<file path="src/rtl/clk_div_pkg.sv">
// Shared constants and types for the programmable clock divider.
package clk_div_pkg;

  localparam int unsigned DIV_W_DEFAULT = 8;
  localparam int unsigned DIV_MIN       = 2;

  typedef logic [DIV_W_DEFAULT-1:0] div_t;

endpackage

</file>
<file path="src/rtl/div_cfg_shadow.sv">
// Shadow register for a requested divide ratio: validates loads, holds the pending value
// until the divider applies it, and reports rejected loads and applied ratios.
module div_cfg_shadow
  import clk_div_pkg::*;
#(
  parameter int unsigned DIV_W = DIV_W_DEFAULT
) (
  input  logic             clk,
  input  logic             rst,
  input  logic             load,
  input  logic [DIV_W-1:0] req_div,
  input  logic             apply,
  output logic [DIV_W-1:0] pend_div,
  output logic             pend_valid,
  output logic             cfg_err,
  output logic             div_ack
);

  logic req_ok;

  assign req_ok = (req_div >= DIV_W'(DIV_MIN));

  always_ff @(posedge clk) begin
    if (rst) begin
      pend_div   <= '0;
      pend_valid <= 1'b0;
      cfg_err    <= 1'b0;
      div_ack    <= 1'b0;
    end else begin
      cfg_err <= load & ~req_ok;
      div_ack <= apply;
      // A load coinciding with an apply is kept for the next boundary.
      if (load && req_ok) begin
        pend_div   <= req_div;
        pend_valid <= 1'b1;
      end else if (apply) begin
        pend_valid <= 1'b0;
      end
    end
  end

endmodule

</file>
<file path="src/rtl/prog_clock_divider.sv">
// Runtime-programmable 50%-duty integer clock divider with glitch-free ratio reload,
// glitch-free enable/park and a period-start tick.
module prog_clock_divider
  import clk_div_pkg::*;
#(
  parameter int unsigned DIV_W       = DIV_W_DEFAULT,
  parameter int unsigned DEFAULT_DIV = 4
) (
  input  logic             clk,
  input  logic             rst,
  input  logic             en_i,
  input  logic [DIV_W-1:0] div_i,
  input  logic             div_load_i,
  output logic             div_ack_o,
  output logic             cfg_err_o,
  output logic [DIV_W-1:0] div_cur_o,
  output logic             tick_o,
  output logic             clk_div_o
);

  if (DEFAULT_DIV < DIV_MIN || 64'(DEFAULT_DIV) >= (64'(1) << DIV_W)) begin : g_bad_default
    $error("prog_clock_divider: DEFAULT_DIV out of range for DIV_W");
  end

  localparam logic [DIV_W-1:0] DefDiv = DIV_W'(DEFAULT_DIV);

  logic [DIV_W-1:0] cnt_q, cnt_d;
  logic [DIV_W-1:0] div_q, div_d;
  logic [DIV_W-1:0] pend_div;
  logic             pend_valid;
  logic             pos_q, pos_d;
  logic             neg_q;
  logic             tick_q;
  logic             at_last, wrap, parked, apply;

  div_cfg_shadow #(
    .DIV_W (DIV_W)
  ) u_cfg_shadow (
    .clk        (clk),
    .rst        (rst),
    .load       (div_load_i),
    .req_div    (div_i),
    .apply      (apply),
    .pend_div   (pend_div),
    .pend_valid (pend_valid),
    .cfg_err    (cfg_err_o),
    .div_ack    (div_ack_o)
  );

  always_comb begin
    at_last = (cnt_q == div_q - 1'b1);
    wrap    = at_last & en_i;
    parked  = at_last & ~en_i;
    apply   = pend_valid & at_last;
    div_d   = apply ? pend_div : div_q;
    if (wrap) begin
      cnt_d = '0;
    end else if (parked) begin
      // Re-park on the last count of the (possibly new) ratio.
      cnt_d = div_d - 1'b1;
    end else begin
      cnt_d = cnt_q + 1'b1;
    end
    pos_d = (cnt_d < (div_d >> 1));
  end

  always_ff @(posedge clk) begin
    if (rst) begin
      cnt_q  <= DefDiv - 1'b1;
      div_q  <= DefDiv;
      pos_q  <= 1'b0;
      tick_q <= 1'b0;
    end else begin
      cnt_q  <= cnt_d;
      div_q  <= div_d;
      pos_q  <= pos_d;
      tick_q <= wrap;
    end
  end

  // Odd ratios stretch the high phase by half a source cycle.
  always_ff @(negedge clk) begin
    if (rst) begin
      neg_q <= 1'b0;
    end else begin
      neg_q <= div_q[0] & pos_q;
    end
  end

  assign div_cur_o = div_q;
  assign tick_o    = tick_q;
  assign clk_div_o = pos_q | neg_q;

endmodule

</file>
<file path="config.mk">
export PLATFORM = sky130hd
export DESIGN_NAME = prog_clock_divider
export DESIGN_NICKNAME = d
export VERILOG_FILES = /design/src/rtl/clk_div_pkg.sv /design/src/rtl/div_cfg_shadow.sv /design/src/rtl/prog_clock_divider.sv
export SDC_FILE = /design/constraint.sdc
export NUM_CORES = 1
export LEC_CHECK = 0
export ABC_AREA = 1
export BUFFER_PORTS_ARGS = -buffer_cell sky130_fd_sc_hd__clkbuf_2
export CORE_MARGIN = 2
export CORE_UTILIZATION = 24
export DETAILED_ROUTE_END_ITERATION = 8
export PLACE_DENSITY = 0.42
export SYNTH_ARGS = -nofsm -noshare
export SYNTH_HDL_FRONTEND = slang
export SYNTH_HIERARCHICAL = 1
export SYNTH_SLANG_ARGS = --single-unit
</file>
<file path="constraint.sdc">
create_clock -name clk -period 3.36 [get_ports clk]
set_input_delay 0.168 -clock clk [delete_from_list [all_inputs] [get_ports clk]]
set_output_delay 0.168 -clock clk [all_outputs]
set_load 0.03 [all_outputs]
</file>
# Yosys cells after proc, flatten, opt, wreduce, memory -nomap -nowiden
# Cells that the tools add are included.
# totals
reg_bits	30
in_bits	12
output_inout_bits	12
wordCells	30
# op_classes
addsub	3
n_lt_le_gt_ge	2
eq_ne	1
mux	5
n_bitwise	8
reduce_logical	2
# ops
cell	count
8-bit two-way mux	3
8-bit by 1-bit subtractor with 8-bit output, second input constant	2
8-bit by 1-bit adder with 8-bit output, second input constant	1
8-bit equality test	1
8-bit by 2-bit greater-or-equal comparator with 1-bit output, second input constant	1
8-bit by 7-bit less-than comparator with 1-bit output	1
1-bit bitwise AND	5
1-bit two-way mux	2
1-bit NOT	2
2-bit nonzero test	1
1-bit logical AND	1
1-bit bitwise OR	1

# Depth between registers and ports, before layout
# logic_depth
ltp_word	8
ltp_mapped	27

# Hierarchy
# The synthesis kept the hierarchy.
# by_module_without_submodules
mod	instances	cells_each	area_each_um2	seq_area_each_um2
prog_clock_divider	1	267	1671.6	380.4
div_cfg_shadow	1	72	486.7	220.2

==> key figures <==
Clock network
  • Num CTS Buffers: 5
  • Clock Sinks: 30
  • CTS tree: done
  • Clk buf depth: 2
  • Clock root cell: clkbuf_8
  • Clock transition at path regs: 0.07 ns
  • Htree depth: 2
  • Latest clock arrival within the worst-skew pair: roughly 0.34 ns

Timing
  • Worst rel slew slack: between 60 and 70%
  • Worst hold slack: 0.166 ns
  • Clock skew: 0.0557 ns
  • Final setup fails: 0
  • Fin. Hold Viols: 0
  • Final setup margin: between 0.3 and 0.4 ns
  • Maximum operating frequency: 327 MHz
  • Min cycle time layout: slightly above 3 ns
  • Final Slew Violations: 0
  • Final period util: between 90 and 100%
  • Worst slew pin tran: around 0.48 ns

Floorplanning
  • IO Pins: 24
  • Die height: 98.8 um
  • Total core area: between 8000 and 9000 um2
  • Die X: slightly below 100 um
  • Initial Utilization: between 20 and 25%
  • Cell row count: 34
  • Die area: 9770 um2

Place
  • Cells after DPL: between 400 and 500
  • Final HPWL from detailed placement: 4.97 mm
  • Gp weighted congestion: roughly 0.8
  • Area after DPL: about 2400 um2
  • Worst slack at placement: approximately 0.19 ns
  • Port bufs: 23

GRT
  • Global-route wire length before repair: around 10 mm
  • Total GRT Usage: a little over an eighth
  • Vias in the first global route: between 2000 and 2500
  • Initial antenna violation count: 0
  • Overflow after GRT: 0
  • Largest net degree at the start of global routing: 20

Finish
  • P&R area growth vs syn: 20.5%
  • Layout Cells excl Fill: roughly 490
  • Final nets: 397
  • N_diodes: 0
  • Share of cells above drive strength 1: 24.4%
  • Layout Cell Area excl Fill: around 2600 um2

Logic synthesis
  • Primary FF master, synth: dfxtp_1
  • Synth warn: 6
  • Yosys top cell by area: dfxtp_1
  • Sequential cell area fraction in the yosys report: approximately 28%
  • Synthesis-stage register bit count: 30
  • Syn Inst Count: approximately 340
  • Most numerous cell in the Yosys netlist: nand2_1
  • Post-synth EDFFs: 0
  • Synth area leaders: dfxtp_1 (28%), nand2_1 (14%), nand3_1 (8.3%)
  • Asr flop ratio synth: 0%
  • Netlist Area Pre-Place: ~2200 um2
  • Avg Cell Area, Syn: between 6 and 7 um2
  • Unique masters post-synth: 32
  • Most common library cells after synthesis: nand2_1 (83), inv_1 (45), nor2_1 (45), nand3_1 (36), dfxtp_1 (30)
  • Top cell type's share of synthesized area: 27.8%
  • Syn Nets: 360

Routing
  • Iter 0 DRT Violations: ~150
  • Drt total wl: between 6 and 7 mm
  • DRT antenna net count: 0
  • DR WL/cell: 12.7 um
  • Via/cell ratio: about 4.4
  • DRC Markers: 0
  • TritonRoute pass-1 iters: 4
  • Vias: 2132

Worst hold path
  • Hold crit path type: primary input to flip-flop
  • Hold_sp: en_i

Setup path
  • Critical Path AT: between 3 and 4 ns
  • Crit start category: flip-flop
  • Critical path class: flip-flop to flip-flop
  • R2r startpoint: div_cur_o[1]
  • Critical Path RT: roughly 3.6 ns
  • Crit path launch: div_cur_o[1]
  • Critical path endpoint category: flip-flop
  • Maximum fanout along the worst path: 7

Outcome
  • Outcome: finished, final reports clean

Job
  • MaxCap Viol Count: 0
==> layer usage <==
| layer | global-route usage, % | vias up | share of wire [%] |
|---|---|---|---|
| met5 | 0 | - | 0 |
| met4 | 5.48 | 0 | 3.7 |
| met3 | 2.48 | 17 | 4.3 |
| met2 | 21.9 | 50 | 46 |
| met1 | 16.4 | 939 | 46 |
| li1 | - | 1126 | - |
==> path summary, 6_finish.rpt <==
kind | end | slack (ns) | depth (start not counted)
worst max-delay path | pos_q | 0.30 | 24
worst min-delay path | tick_o | 0.17 | 3
worst max register to register | pos_q | 0.30 | 24
worst min register to register | u_cfg_shadow/pend_div[6] | 0.48 | 2
==> cell families after synthesis <==
family	Yosys count	share of synthesized area, %
adder cells (fa/ha/maj)	9	5.22
XOR/XNOR	9	3.65
AND/OR/NAND/NOR	212	47.8
AO/OA/AOI/OAI	18	4.64
buffers and inverters	61	10.9
flip-flops	30	27.8
==> repair_timing <==
item,4_1_cts,5_1_grt
hold buffers,0,0
gates resized for setup,0,9
setup buffers,0,6
endpoints found under the setup margin,0,1
==> cells in the final DEF, fill, tap and decap left out, drive strengths merged <==
cell type  Yosys  layout
a21oi          5       5
and2           2       2
buf            3      12
clkbuf         2      30
clkinv         1       1
clkinvlp       0       1
dfxtp         30      30
ha             9       9
inv           55      55
nand2         94      94
nand3         39      39
nand3b         1       1
nand4          9       9
nor2          61      61
nor3           2       2
nor3b          1       1
o21a           1       1
o21ai         12      12
or2            3       3
xnor2          5       5
xor2           4       4
==> through the flow <==
stage               setup TNS (ns)  utilization [%]
global placement                 0             27.8
floorplan                        0                -
detailed placement               0             27.8
finish                           0             29.8
global route               -0.0128             29.8
CTS                              0             28.9
==> layout make-up <==
cell class / instances / area, um2
timing repair buffer: 35 / 205
sequential: 30 / 601
clock inverter: 2 / 8.76
fill: 971 / 6120
multi-input combinational: 248 / 1360
clock buffer: 7 / 86.3
inverter: 55 / 206
tap: 108 / 135
==> worst max-delay path: stages (launching register included) <==
cell     delay, ns
dfxtp_1       0.39
inv_2         0.08
ha_4          0.21
xnor2_1       0.13
nor2_2        0.10
nand3_1       0.09
nor2_1        0.09
nand2_1       0.09
nor2_4        0.25
nand3_4       0.12
nand2_1       0.12
nand2_2       0.09
ha_1          0.20
inv_2         0.08
xor2_1        0.07
o21ai_1       0.16
inv_1         0.07
ha_1          0.27
nand2_1       0.06
inv_1         0.04
nand2_1       0.05
nand2_1       0.04
nand2_1       0.05
nand2_1       0.06
a21oi_2       0.10
==> sequential cells by signal (all words and copies together), names as in the netlist <==
| signal | cells |
|---|---|
| pos_q | 1 |
| u_cfg_shadow/cfg_err | 1 |
| neg_q | 1 |
| u_cfg_shadow/pend_valid | 1 |
| div_cur_o | 8 |
| cnt_q | 8 |
| tick_o | 1 |
| u_cfg_shadow/div_ack | 1 |
| u_cfg_shadow/pend_div | 8 |
Power is left out: the tool's default activity adds up to more than one toggle a clock period on the data nets, which glitch-free logic cannot reach.
